==> config.mk <==
export PLATFORM = sky130hd
export DESIGN_NAME = issue_stall_ctrl
export DESIGN_NICKNAME = d
export VERILOG_FILES = /design/src/rtl/issue_stall_ctrl.sv
export SDC_FILE = /design/constraint.sdc
export NUM_CORES = 1
export LEC_CHECK = 0
export ABC_AREA = 1
export ABC_CLOCK_PERIOD_IN_PS = 2300
export BUFFER_PORTS_ARGS = -buffer_cell sky130_fd_sc_hd__buf_2
export CORE_UTILIZATION = 30
export DETAILED_ROUTE_END_ITERATION = 16
export PLACE_DENSITY_LB_ADDON = 0.3
export SYNTH_ARGS = -nofsm -noshare
export SYNTH_HDL_FRONTEND = slang
export SYNTH_SLANG_ARGS = --single-unit
export TNS_END_PERCENT = 100
==> constraint.sdc <==
create_clock -name clk -period 2.3 [get_ports clk]
set_input_delay 0.115 -clock clk [delete_from_list [all_inputs] [get_ports clk]]
set_output_delay 0.115 -clock clk [all_outputs]
set_load 0.05 [all_outputs]
==> src/rtl/issue_stall_ctrl.sv <==
// issue_stall_ctrl: classifies the fetched instruction, allocates the lowest
// free entry in the ALU station or the LS buffer, registers an issue packet
// with its entry tag, raises A_stall/LS_stall when the target is full, and
// recycles entries on release.
// Ports:
//   clk, reset (async active-low)
//   instr                       fetched instruction
//   a_release/a_release_tag     ALU entry free request
//   ls_release/ls_release_tag   LS entry free request
//   A_stall, LS_stall           combinational PC hold requests
//   issue_valid/is_ls/instr/tag registered issue packet
//   a_count, ls_count           busy entries per station
module issue_stall_ctrl #(
    parameter int unsigned A_DEPTH  = 4,
    parameter int unsigned LS_DEPTH = 4,
    parameter int unsigned A_TW     = $clog2(A_DEPTH),
    parameter int unsigned LS_TW    = $clog2(LS_DEPTH)
) (
    input  logic                                        clk,
    input  logic                                        reset,
    input  logic [31:0]                                 instr,
    input  logic                                        a_release,
    input  logic [A_TW-1:0]                             a_release_tag,
    input  logic                                        ls_release,
    input  logic [LS_TW-1:0]                            ls_release_tag,
    output logic                                        A_stall,
    output logic                                        LS_stall,
    output logic                                        issue_valid,
    output logic                                        issue_is_ls,
    output logic [31:0]                                 issue_instr,
    output logic [((A_TW > LS_TW) ? A_TW : LS_TW)-1:0]  issue_tag,
    output logic [$clog2(A_DEPTH+1)-1:0]                a_count,
    output logic [$clog2(LS_DEPTH+1)-1:0]               ls_count
);

    localparam int unsigned TAG_W = (A_TW > LS_TW) ? A_TW : LS_TW;
    localparam int unsigned A_CW  = $clog2(A_DEPTH + 1);
    localparam int unsigned LS_CW = $clog2(LS_DEPTH + 1);

    localparam logic [6:0] OP_REG   = 7'b0110011;
    localparam logic [6:0] OP_IMM   = 7'b0010011;
    localparam logic [6:0] OP_LUI   = 7'b0110111;
    localparam logic [6:0] OP_AUIPC = 7'b0010111;
    localparam logic [6:0] OP_LOAD  = 7'b0000011;
    localparam logic [6:0] OP_STORE = 7'b0100011;

    logic [A_DEPTH-1:0]  a_busy_q, a_busy_d;
    logic [LS_DEPTH-1:0] ls_busy_q, ls_busy_d;
    logic [A_CW-1:0]     a_count_q, a_count_d;
    logic [LS_CW-1:0]    ls_count_q, ls_count_d;
    logic                issue_valid_q;
    logic                issue_is_ls_q;
    logic [31:0]         issue_instr_q;
    logic [TAG_W-1:0]    issue_tag_q;

    logic [6:0]          opcode_c;
    logic                is_alu_c, is_ls_c;
    logic                a_full_c, ls_full_c;
    logic                a_alloc_c, ls_alloc_c;
    logic [A_TW-1:0]     a_idx_c;
    logic [LS_TW-1:0]    ls_idx_c;

    // Decode and stall: depends only on instr and registered busy masks
    always_comb begin
        opcode_c   = instr[6:0];
        is_alu_c   = (opcode_c == OP_REG) || (opcode_c == OP_IMM) ||
                     (opcode_c == OP_LUI) || (opcode_c == OP_AUIPC);
        is_ls_c    = (opcode_c == OP_LOAD) || (opcode_c == OP_STORE);
        a_full_c   = &a_busy_q;
        ls_full_c  = &ls_busy_q;
        a_alloc_c  = is_alu_c && !a_full_c;
        ls_alloc_c = is_ls_c && !ls_full_c;
    end

    assign A_stall  = is_alu_c && a_full_c;
    assign LS_stall = is_ls_c && ls_full_c;

    // Lowest free index; scanning downward leaves the smallest one last
    always_comb begin
        a_idx_c = '0;
        for (int i = int'(A_DEPTH) - 1; i >= 0; i--) begin
            if (!a_busy_q[i]) a_idx_c = A_TW'(i);
        end
        ls_idx_c = '0;
        for (int i = int'(LS_DEPTH) - 1; i >= 0; i--) begin
            if (!ls_busy_q[i]) ls_idx_c = LS_TW'(i);
        end
    end

    // Next busy masks: release clears, allocation sets; out-of-range tags match no bit
    always_comb begin
        a_busy_d  = a_busy_q;
        ls_busy_d = ls_busy_q;
        for (int i = 0; i < int'(A_DEPTH); i++) begin
            if (a_release && (a_release_tag == A_TW'(i))) a_busy_d[i] = 1'b0;
            if (a_alloc_c && (a_idx_c == A_TW'(i)))       a_busy_d[i] = 1'b1;
        end
        for (int i = 0; i < int'(LS_DEPTH); i++) begin
            if (ls_release && (ls_release_tag == LS_TW'(i))) ls_busy_d[i] = 1'b0;
            if (ls_alloc_c && (ls_idx_c == LS_TW'(i)))       ls_busy_d[i] = 1'b1;
        end
    end

    // Popcounts of the next masks, registered alongside them
    always_comb begin
        a_count_d = '0;
        for (int i = 0; i < int'(A_DEPTH); i++) begin
            a_count_d = a_count_d + A_CW'(a_busy_d[i]);
        end
        ls_count_d = '0;
        for (int i = 0; i < int'(LS_DEPTH); i++) begin
            ls_count_d = ls_count_d + LS_CW'(ls_busy_d[i]);
        end
    end

    // State and issue packet registers
    always_ff @(posedge clk or negedge reset) begin
        if (!reset) begin
            a_busy_q      <= '0;
            ls_busy_q     <= '0;
            a_count_q     <= '0;
            ls_count_q    <= '0;
            issue_valid_q <= 1'b0;
            issue_is_ls_q <= 1'b0;
            issue_instr_q <= '0;
            issue_tag_q   <= '0;
        end else begin
            a_busy_q      <= a_busy_d;
            ls_busy_q     <= ls_busy_d;
            a_count_q     <= a_count_d;
            ls_count_q    <= ls_count_d;
            issue_valid_q <= a_alloc_c || ls_alloc_c;
            if (a_alloc_c) begin
                issue_instr_q <= instr;
                issue_is_ls_q <= 1'b0;
                issue_tag_q   <= TAG_W'(a_idx_c);
            end else if (ls_alloc_c) begin
                issue_instr_q <= instr;
                issue_is_ls_q <= 1'b1;
                issue_tag_q   <= TAG_W'(ls_idx_c);
            end
        end
    end

    assign issue_valid = issue_valid_q;
    assign issue_is_ls = issue_is_ls_q;
    assign issue_instr = issue_instr_q;
    assign issue_tag   = issue_tag_q;
    assign a_count     = a_count_q;
    assign ls_count    = ls_count_q;

endmodule

==> results of run 1 <==
-- metrics by stage --
step	setup slack (ns)	hold slack, ns
2_1_floorplan	0.208	-0.181
3_3_place_gp	0.176	0.142
5_1_grt	0.0116	0.000205
6_report	0.170	0.0126
4_1_cts	0.106	0.000704
3_5_place_dp	0.110	0.158
-- cell usage in the layout, fill, tap and decap left out, types with 3 or more instances in the layout --
cell / Yosys / routed
sky130_fd_sc_hd__a21oi_1: 3 / 3
sky130_fd_sc_hd__buf_2: 3 / 83
sky130_fd_sc_hd__clkbuf_8: 0 / 5
sky130_fd_sc_hd__dfrtp_1: 50 / 50
sky130_fd_sc_hd__dlygate4sd3_1: 0 / 4
sky130_fd_sc_hd__ha_1: 4 / 4
sky130_fd_sc_hd__inv_1: 21 / 20
sky130_fd_sc_hd__nand2_1: 76 / 75
sky130_fd_sc_hd__nand2_2: 2 / 3
sky130_fd_sc_hd__nand3_1: 25 / 24
sky130_fd_sc_hd__nand3_2: 11 / 12
sky130_fd_sc_hd__nor2_1: 12 / 11
sky130_fd_sc_hd__nor2_2: 2 / 3
sky130_fd_sc_hd__nor3_1: 3 / 3
sky130_fd_sc_hd__o21ai_0: 9 / 7
-- report_power, final --
part	switching [mW]	total, mW	leakage, nW	internal (mW)
Sequential	0.0863	1.12	0.642	1.03
Clock	0.272	0.477	0.0438	0.205
Combinational	0.720	0.952	0.899	0.232
-- layout make-up --
type / count / area share, %
sequential: 50 / 43.9
tap: 99 / 4.35
timing repair buffer: 89 / 16.5
clock buffer: 5 / 2.42
multi-input combinational: 157 / 29.4
inverter: 23 / 3.03
clock inverter: 2 / 0.351
-- worst min-delay path: cells and delay by family --
kind          cells  cell delay [ns]
simple gates      2             0.08
buf+inv           1             0.07
-- state kept, by name, summed over array words and instances, names as in the netlist --
name	cells
issue_tag	2
a_busy_q	4
issue_valid	1
ls_busy_q	4
ls_count	3
a_count	3
issue_instr	32
issue_is_ls	1
-- kinds of logic (layout without fill, tap and decap cells) --
kind of cell / after synthesis / after routing / synth area share (%)
AO/OA/AOI/OAI: 15 / 15 / 3.62
flip-flops: 50 / 50 / 55.7
buffers and inverters: 32 / 119 / 7.63
AND/OR/NAND/NOR: 136 / 136 / 29.0
adder cells (fa/ha/maj): 6 / 6 / 4.01
-- metal layers --
| layer | routed length (um) | vias to the layer above | track usage, % |
|---|---|---|---|
| met5 | 0 | - | 0 |
| met3 | 202 | 7 | 3.17 |
| met2 | 2280 | 56 | 20.6 |
| met1 | 2370 | 858 | 17.4 |
| met4 | 57 | 0 | 3.67 |
| li1 | - | 928 | - |
-- worst max-delay path by stage --
stage | startpoint | to | slack, ns | cells after the start
after floorplan | a_busy_q[2] | a_count[1] | 0.21 | 10
after global placement | a_busy_q[2] | a_count[1] | 0.18 | 10
after detailed placement | a_busy_q[2] | a_count[1] | 0.11 | 10
after CTS | a_busy_q[3] | a_count[1] | 0.11 | 12
after global routing | a_busy_q[3] | a_count[1] | 0.01 | 12
final | a_busy_q[2] | a_count[1] | 0.17 | 10
-- repair_timing --
item                                   in CTS  in global routing
resized for setup                           0                  7
setup endpoints to repair                   0                  2
endpoints found under the hold margin      26                  1
hold buffers                                3                  1
==> results.py, run 1 <==
metrics = {
    "sta": {
        "final_worst_path_cycle_share_pct": 92.6,
        "rsz0062_at_grt": "false",
        "slew_viol_final": 0,
        "worst_pin_slew_ns": 0.582,
        "maxSlewHeadroom_pct": 61.2,
        "setup-tns-final_ns": 0,
        "report.final.hold_viol_count": 0,
        "finalWorstPathRequiredPeriod_ns": 2.13,
        "final.setup_skew_ns": 0.00462,
        "fmax_mhz": 470,
        "setup_violations": 0,
    },
    "detailed_routing": {
        "routed_wire_length_um": 4910,
        "post_drt_via_cell_ratio": 4.35,
        "wl_per_cell_um": 11.5,
        "antenna_violating_nets_post_route": 0,
        "num_vias": 1849,
        "drcViolationCount": 0,
        "detailedRoute.firstPassIterationCount": 4,
        "dr.first_iter.drc_count": 85,
    },
    "clock_network": {
        "cts_tree": "yes",
        "clock_path_buffers": 2,
        "clk_pin_slew_worst_paths_ns": 0.09,
        "cts_inserted_buffers": 5,
        "post_cts_buffers": 0,
        "worst_skew_pair.late_latency_ns": 0.29,
        "clock_sink_count": 50,
        "clock-root-buffer": "sky130_fd_sc_hd__clkbuf_8",
        "clock_tree.htree_level_count": 2,
    },
    "critical_path": {
        "crit_path_start_kind": "register",
        "timing_worst_setup_path_type": "register to register",
        "cp_data_arrival_time_ns": 2.31,
        "critical_path.max_fanout": 4,
        "reg2reg_to": "a_count[1]",
        "timing.reg2reg.setup_slack_ns": 0.17,
        "nature_of_the_critical_path_endpoint": "register",
        "worstPathCellList": "nand2_1 > clkinv_1 > nand3_2 > nand2_2 > o21ai_1 > inv_1 > fa_1 > inv_1 > ha_1 > ha_1",
        "cp_num_buf_inv": 3,
        "critPathSlowestCell": "sky130_fd_sc_hd__fa_1",
        "critPathRequiredTime_ns": 2.48,
        "delay_heaviest_family_cp": "adder cells",
        "crit-reg2reg-launch": "a_busy_q[2]",
        "worst_path_largest_cell_delay_ns": 0.48,
        "worstRegToRegCells": 10,
    },
    "status": {
        "outcome": "complete, no violations",
    },
    "floorplanning": {
        "start_util_pct": 31.0,
        "chipHeight_um": 88.5,
        "std_cell_rows": 31,
        "floorplan.die.width_um": 88.5,
        "placeableCoreArea_mm2": 0.00725,
        "design.portCount": 84,
        "dieArea_mm2": 0.00784,
    },
    "cells_and_area": {
        "fillerInstances": 755,
        "drive_above_1_share_pct": 35.6,
        "area.sequential_mm2": 0.00125,
        "layout-area-overhead-vs-synth_pct": 26.8,
        "multi_input_area_um2": 837,
        "fin_area_mm2": 0.00285,
        "final_core_utilization_pct": 39.3,
        "insertedDiodeCount": 0,
        "final_cells": 425,
        "final_layout_net_count": 372,
    },
    "synthesis": {
        "synth_common_cells": "sky130_fd_sc_hd__nand2_1 (76), sky130_fd_sc_hd__dfrtp_1 (50), sky130_fd_sc_hd__nand3_1 (25)",
        "count_of_distinct_cell_types_in_the_synthesized_netlist": 23,
        "synth-seq-area-share_pct": 55.7,
        "post-synth-top-count-cell": "sky130_fd_sc_hd__nand2_1",
        "avgSynthCellArea_um2": 9.40,
        "synth_seq_cells": 50,
        "syn-instance-count": 239,
        "post_synth_top_area_share_pct": 55.7,
        "top_post_synthesis_cells_by_area": "sky130_fd_sc_hd__dfrtp_1 (56%), sky130_fd_sc_hd__nand2_1 (13%), sky130_fd_sc_hd__nand3_1 (5.6%), sky130_fd_sc_hd__nand3_2 (4.9%), sky130_fd_sc_hd__inv_1 (3.5%)",
        "synth_enable_flop_cells": 0,
        "ys.flop_type": "sky130_fd_sc_hd__dfrtp_1",
        "synth_fp_nets": 285,
        "postSynth.asyncResetShare_pct": 100,
        "cell_area_synth_mm2": 0.00225,
        "synthesis.yosys.warnings": 0,
        "synth_area_leader_cell": "sky130_fd_sc_hd__dfrtp_1",
    },
    "global_routing": {
        "grt_overflow_total": 0,
        "antenna_found_initial": 0,
        "first_global_vias": 1661,
        "grt_usage_pct": 12.9,
        "grt_first_pass_wirelength_um": 7710,
        "grt_start_max_net_pins": 35,
    },
    "place": {
        "placedCellCount": 414,
        "placed_cell_area_mm2": 0.00272,
        "portBuffers": 83,
        "dp.final_hpwl_um": 3440,
        "globalplace.congestion": 0.866,
    },
    "job": {
        "max_cap_viols": 0,
    },
    "pwr": {
        "cellPowerDensity_mw_per_mm2": 895,
        "ir_worst_vdd_mv": 0.260,
        "leakagePower_nw": 1.58,
        "design_power_total_mw": 2.55,
    },
    "worst_hold_path": {
        "hold_path_startpoint": "instr[14]",
        "hold_path_depth": 3,
        "min_to": "issue_instr[14]",
        "hold_path.class": "primary input to register",
    },
}
No activity file was read; power rests on OpenSTA's default activity.
==> run 2: changes to the inputs <==
- ABC_AREA: 1 -> not set
- TNS_END_PERCENT: 100 -> 50
==> run 2 against run 1 <==
  * Worst hold slack better by 0.040 ns
  * Largest cell class unchanged
  * Clock skew increased by 0.0017 ns
  * Largest power group unchanged
  * Clock power increased by 3%
  * Critical endpoint is now ls_count[1]
  * Final cell count shrank 20%
  * Critical path depth fell by 5
  * First-iteration DRC count decreased by 66%
  * Routed wire length decreased by 18%
==> results.py, run 2 <==
metrics = {
    "global_routing": {
        "grt_usage_pct": 11.1,
        "antenna_found_initial": 0,
        "grt_overflow_total": 0,
        "grt_first_pass_wirelength_um": 6330,
        "grt_start_max_net_pins": 23,
        "first_global_vias": 1360,
    },
    "cells_and_area": {
        "final_cell_mix": "sky130_fd_sc_hd__buf_2 (83), sky130_fd_sc_hd__dfrtp_1 (50), sky130_fd_sc_hd__mux2_4 (22)",
        "number_of_flip_flops_under_the_largest_register_name": 32,
        "area.sequential_mm2": 0.00125,
        "layout_commonest_cell": "sky130_fd_sc_hd__buf_2",
        "final_core_utilization_pct": 40.4,
        "final_cells": 340,
        "layout-area-overhead-vs-synth_pct": 28.3,
        "fin_area_mm2": 0.00278,
        "fillerInstances": 668,
        "final_layout_net_count": 291,
        "multi_input_area_um2": 802,
        "insertedDiodeCount": 0,
        "drive_above_1_share_pct": 52.5,
    },
    "synthesis": {
        "synth_common_cells": "sky130_fd_sc_hd__dfrtp_1 (50), sky130_fd_sc_hd__mux2_4 (22), sky130_fd_sc_hd__nand2_1 (11)",
        "post_synth_top_area_share_pct": 57.8,
        "post-synth-top-count-cell": "sky130_fd_sc_hd__dfrtp_1",
        "synth_compound_area_share_pct": 6.54,
        "main_combinational_cell_family_by_area_after_synthesis": "multiplexers",
        "synthesis.yosys.warnings": 0,
        "synth.area.mux_share_pct": 17.9,
        "yosys.area_share.xor_xnor_pct": 0,
        "top_post_synthesis_cells_by_area": "sky130_fd_sc_hd__dfrtp_1 (58%), sky130_fd_sc_hd__mux2_4 (15%), sky130_fd_sc_hd__mux2_2 (2.6%), sky130_fd_sc_hd__ha_1 (2.3%), sky130_fd_sc_hd__o21ai_0 (2.3%)",
        "syn-instance-count": 153,
        "synth_seq_cells": 50,
        "post_synthesis_adder_cell_area_fraction_pct": 4.16,
        "synth_area_leader_cell": "sky130_fd_sc_hd__dfrtp_1",
        "synth_fp_nets": 199,
        "synth_simple_gate_area_share_pct": 8.44,
        "count_of_distinct_cell_types_in_the_synthesized_netlist": 30,
        "synth_enable_flop_cells": 0,
        "avgSynthCellArea_um2": 14.1,
        "cell_area_synth_mm2": 0.00216,
        "synth-seq-area-share_pct": 57.8,
        "ys.flop_type": "sky130_fd_sc_hd__dfrtp_1",
        "postSynth.asyncResetShare_pct": 100,
    },
    "detailed_routing": {
        "drcViolationCount": 0,
        "routed_wire_length_um": 4030,
        "wl_per_cell_um": 11.9,
        "post_drt_via_cell_ratio": 4.34,
        "antenna_violating_nets_post_route": 0,
        "detailedRoute.firstPassIterationCount": 4,
        "num_vias": 1476,
        "dr.first_iter.drc_count": 29,
    },
    "floorplanning": {
        "start_util_pct": 31.5,
        "design.portCount": 84,
        "placeableCoreArea_mm2": 0.00687,
        "chipHeight_um": 86.9,
        "std_cell_rows": 30,
        "dieArea_mm2": 0.00756,
        "floorplan.die.width_um": 86.9,
    },
    "pwr": {
        "design_power_total_mw": 2.76,
        "leakagePower_nw": 1.42,
        "ir_worst_vdd_mv": 0.340,
        "cellPowerDensity_mw_per_mm2": 996,
    },
    "place": {
        "dp.final_hpwl_um": 3040,
        "worst_slack_placed_ns": -0.0295,
        "portBuffers": 83,
        "placedCellCount": 333,
        "placed_cell_area_mm2": 0.00268,
        "globalplace.congestion": 0.796,
    },
    "sta": {
        "finalWorstPathRequiredPeriod_ns": 2.02,
        "worst_pin_slew_ns": 0.372,
        "setup-tns-final_ns": 0,
        "slew_viol_final": 0,
        "report.final.hold_viol_count": 0,
        "setup_violations": 0,
        "hold-worst-slack_ns": 0.0529,
        "fmax_mhz": 496,
        "final_worst_path_cycle_share_pct": 87.7,
        "worst_slack_ns": 0.283,
        "final.setup_skew_ns": 0.00637,
        "rsz0062_at_grt": "false",
        "maxSlewHeadroom_pct": 75.0,
    },
    "critical_path": {
        "delay_heaviest_family_cp": "adder cells",
        "worst_path_largest_cell_delay_ns": 0.50,
        "critPathSlowestCell": "sky130_fd_sc_hd__fa_1",
        "nature_of_the_critical_path_endpoint": "register",
        "crit_path_frequent_cell": "sky130_fd_sc_hd__ha_1",
        "critPathRequiredTime_ns": 2.47,
        "timing_worst_setup_path_type": "register to register",
        "worstPathCellList": "nand3_1 > o31ai_1 > fa_1 > ha_1 > ha_1",
        "critical_path.max_fanout": 7,
        "cp_num_buf_inv": 0,
        "crit_path_start_kind": "register",
        "cp_data_arrival_time_ns": 2.19,
    },
    "clock_network": {
        "holdBufCountCts": 1,
        "clock-root-buffer": "sky130_fd_sc_hd__clkbuf_8",
        "cts_resized": 0,
        "clock_tree.htree_level_count": 2,
        "clock_sink_count": 50,
        "worst_skew_pair.late_latency_ns": 0.29,
        "post_cts_buffers": 0,
        "cts_inserted_buffers": 5,
        "cts_tree": "yes",
        "clk_pin_slew_worst_paths_ns": 0.08,
        "clock_path_buffers": 2,
    },
    "worst_hold_path": {
        "hold_path.class": "primary input to register",
    },
    "status": {
        "outcome": "complete, no violations",
    },
    "job": {
        "max_cap_viols": 0,
    },
}
run 2: cell count changes in the layout (fill, tap and decap cells not counted), sizes merged, moves of 3 or more:
cell / change
nor2: -10
nand3: -31
inv: -12
buf: +4
nor3: -3
clkinv: -3
dlygate4sd3: -3
mux2: +27
nand2: -69
run 2: power breakdown:
| group | switching [mW] | internal (mW) |
|---|---|---|
| Sequential | 0.0966 | 1.06 |
| Combinational | 0.786 | 0.332 |
| Clock | 0.256 | 0.232 |
| Total | 1.14 | 1.63 |
run 2: cells by family (layout without fill, tap and decap cells):
family	Yosys count	count (layout)
buffers and inverters	15	106
muxes	27	27
adders and majority gates	6	6
and+or+nand+nor	32	32
DFF	50	50
AOI/OAI and AO/OA	23	23
run 2: final cells by class:
cell class	count	area share, %
Multi-Input combinational cell	88	28.9
Tap cell	96	4.33
Clock buffer	6	2.97
Timing Repair Buffer	90	17.4
Inverter	10	1.35
Sequential cell	50	45.1
run 2: routing by layer:
metal	vias up	track usage [%]	part of all wire [%]
li1	704	-	-
met1	710	14.0	47
met2	57	18.2	46
met3	5	3.22	5.8
met4	0	4.09	1.5
met5	-	0	0
run 2: worst paths after layout:
check | from | endpoint | slack, ns | cells after the start
max in group asynchronous | reset | issue_instr[5] | 1.45 | 3
worst min register to register | issue_instr[0] | issue_instr[0] | 0.48 | 1
worst min-delay path | instr[31] | issue_instr[31] | 0.05 | 2
worst max register to register | ls_busy_q[0] | ls_count[1] | 0.28 | 5
worst max-delay path | ls_busy_q[0] | ls_count[1] | 0.28 | 5
min in group asynchronous | reset | a_busy_q[3] | 0.27 | 2
==> run 3: changes to the inputs <==
- ABC_AREA: not set -> 0
- PLACE_DENSITY_LB_ADDON: 0.3 -> 0.15
==> run 3 against run 2 <==
  * Total power is 3.9% higher
  * Sequential power hardly changed
  * Clock skew shrank 0.0026 ns
  * Core utilization grew 0.055 points
  * Register-to-register slack improved by 0.03 ns
  * Critical path depth unchanged
  * Clock power up 21%
  * Design area grew 0.14%
  * Worst hold slack lost 0.0053 ns
  * Final cell count grew 0.29%
  * Critical endpoint unchanged
  * Largest cell class unchanged
  * Largest power group unchanged
  * Highest routed layer unchanged
==> results.py, run 3 (synthesis results as in run 2) <==
metrics = {
    "sta": {
        "worst_pin_slew_ns": 0.622,
        "final_worst_path_cycle_share_pct": 86.5,
        "final.setup_skew_ns": 0.00381,
        "setup-tns-final_ns": 0,
        "worst_slack_ns": 0.310,
        "setup_violations": 0,
        "slew_viol_final": 0,
        "fmax_mhz": 503,
        "maxSlewHeadroom_pct": 58.5,
        "report.final.hold_viol_count": 0,
        "finalWorstPathRequiredPeriod_ns": 1.99,
        "rsz0062_at_grt": "false",
    },
    "floorplanning": {
        "chipHeight_um": 86.9,
        "start_util_pct": 31.5,
        "std_cell_rows": 30,
        "placeableCoreArea_mm2": 0.00687,
        "floorplan.die.width_um": 86.9,
        "design.portCount": 84,
        "dieArea_mm2": 0.00756,
    },
    "worst_hold_path": {
        "hold_path.class": "primary input to register",
    },
    "place": {
        "placedCellCount": 332,
        "globalplace.congestion": 0.835,
        "worst_slack_placed_ns": 0.0292,
        "dp.final_hpwl_um": 3030,
        "portBuffers": 83,
    },
    "critical_path": {
        "timing_worst_setup_path_type": "register to register",
        "crit_path_frequent_cell": "sky130_fd_sc_hd__ha_1",
        "nature_of_the_critical_path_endpoint": "register",
        "worstPathCellList": "nand3_1 > o31ai_1 > fa_1 > ha_1 > ha_1",
        "critPathSlowestCell": "sky130_fd_sc_hd__fa_1",
        "crit_path_start_kind": "register",
        "critPathRequiredTime_ns": 2.48,
        "delay_heaviest_family_cp": "adder cells",
        "critical_path.max_fanout": 7,
        "cp_num_buf_inv": 0,
        "worst_path_largest_cell_delay_ns": 0.49,
        "cp_data_arrival_time_ns": 2.17,
    },
    "cells_and_area": {
        "layout-area-overhead-vs-synth_pct": 28.5,
        "layout_commonest_cell": "sky130_fd_sc_hd__buf_2",
        "multi_input_area_um2": 802,
        "number_of_flip_flops_under_the_largest_register_name": 32,
        "final_layout_net_count": 290,
        "fillerInstances": 675,
        "final_cell_mix": "sky130_fd_sc_hd__buf_2 (83), sky130_fd_sc_hd__dfrtp_1 (50), sky130_fd_sc_hd__mux2_4 (22)",
        "drive_above_1_share_pct": 51.8,
        "area.sequential_mm2": 0.00125,
        "insertedDiodeCount": 0,
        "final_cells": 341,
    },
    "detailed_routing": {
        "dr.first_iter.drc_count": 30,
        "num_vias": 1453,
        "detailedRoute.firstPassIterationCount": 4,
        "wl_per_cell_um": 12.4,
        "post_drt_via_cell_ratio": 4.26,
        "drcViolationCount": 0,
        "antenna_violating_nets_post_route": 0,
        "routed_wire_length_um": 4220,
    },
    "global_routing": {
        "grt_first_pass_wirelength_um": 6580,
        "grt_start_max_net_pins": 51,
        "first_global_vias": 1386,
        "grt_usage_pct": 11.4,
        "grt_overflow_total": 0,
        "antenna_found_initial": 0,
    },
    "clock_network": {
        "clk_pin_slew_worst_paths_ns": 0.09,
        "cts_inserted_buffers": 5,
        "clock_sink_count": 50,
        "cts_tree": "yes",
        "clock_path_buffers": 2,
        "clock_tree.htree_level_count": 2,
        "clock-root-buffer": "sky130_fd_sc_hd__clkbuf_8",
        "worst_skew_pair.late_latency_ns": 0.29,
    },
    "status": {
        "outcome": "complete, no violations",
    },
    "pwr": {
        "cellPowerDensity_mw_per_mm2": 1030,
        "internal-power_mw": 1.71,
        "ir_worst_vdd_mv": 0.303,
        "share_comb_of_total_power_pct": 39.0,
        "netSwitchingPower_mw": 1.16,
        "sw_frac_of_total_pct": 40.3,
        "power.clock.fraction_pct": 20.7,
        "leakagePower_nw": 1.42,
        "seq_power_share_pct": 40.3,
    },
    "job": {
        "max_cap_viols": 0,
    },
}
## run 3: cell types whose count changed in the layout (fill, tap and decap cells not counted)
| cell | change |
|---|---|
| sky130_fd_sc_hd__buf_12 | -1 |
| sky130_fd_sc_hd__bufinv_16 | +1 |
| sky130_fd_sc_hd__clkbuf_1 | +2 |
| sky130_fd_sc_hd__clkbuf_8 | -1 |
## run 3: final timing paths
check	from	to	slack (ns)	cells past startpoint
max	ls_busy_q[0]	ls_count[1]	0.31	5
min	instr[22]	issue_instr[22]	0.05	2
max reg2reg	ls_busy_q[0]	ls_count[1]	0.31	5
min reg2reg	issue_instr[1]	issue_instr[1]	0.47	1
max in group asynchronous	reset	ls_busy_q[0]	1.43	3
min in group asynchronous	reset	issue_instr[3]	0.45	3
## run 3: per-layer routing
layer / GRT usage [%] / share of wire (%)
met1: 14.9 / 47
met2: 17.3 / 44
met3: 4.17 / 8.4
met5: 0 / 0
met4: 4.09 / 0.64
## run 3: final cells by class
| class | count | share of cell area [%] |
|---|---|---|
| Clock buffer | 7 | 2.75 |
| Clock inverter | 1 | 1.08 |
| Inverter | 10 | 1.35 |
| Multi-Input combinational cell | 88 | 28.8 |
| Sequential cell | 50 | 45.0 |
| Tap cell | 96 | 4.32 |
| Timing Repair Buffer | 89 | 16.7 |
## run 3: what timing repair did
item / 4_1_cts / 5_1_grt
hold buffers: 1 / 0
hold endpoints to repair: 50 / 0
gates resized for setup: 0 / 0
setup buffers: 0 / 0
## run 3: stage by stage
stage	util (%)	power, mW	cell area [um^2]	hold slack [ns]
2_1_floorplan	-	2.02	2160	-0.181
3_3_place_gp	38.8	2.30	2660	0.272
3_5_place_dp	38.8	2.30	2660	0.268
4_1_cts	40.5	2.92	2780	0.0336
5_1_grt	40.5	3.03	2780	0.0299
6_report	40.5	2.87	2780	0.0476
## run 3: power by group through the flow
stage / combinational [mW] / sequential [mW] / clock [mW]
final: 1.12 / 1.16 / 0.594
after global routing: 1.18 / 1.18 / 0.667
after CTS: 1.13 / 1.16 / 0.630
after detailed placement: 1.13 / 1.17 / 0
after global placement: 1.13 / 1.17 / 0
after floorplan: 0.249 / 1.77 / 0
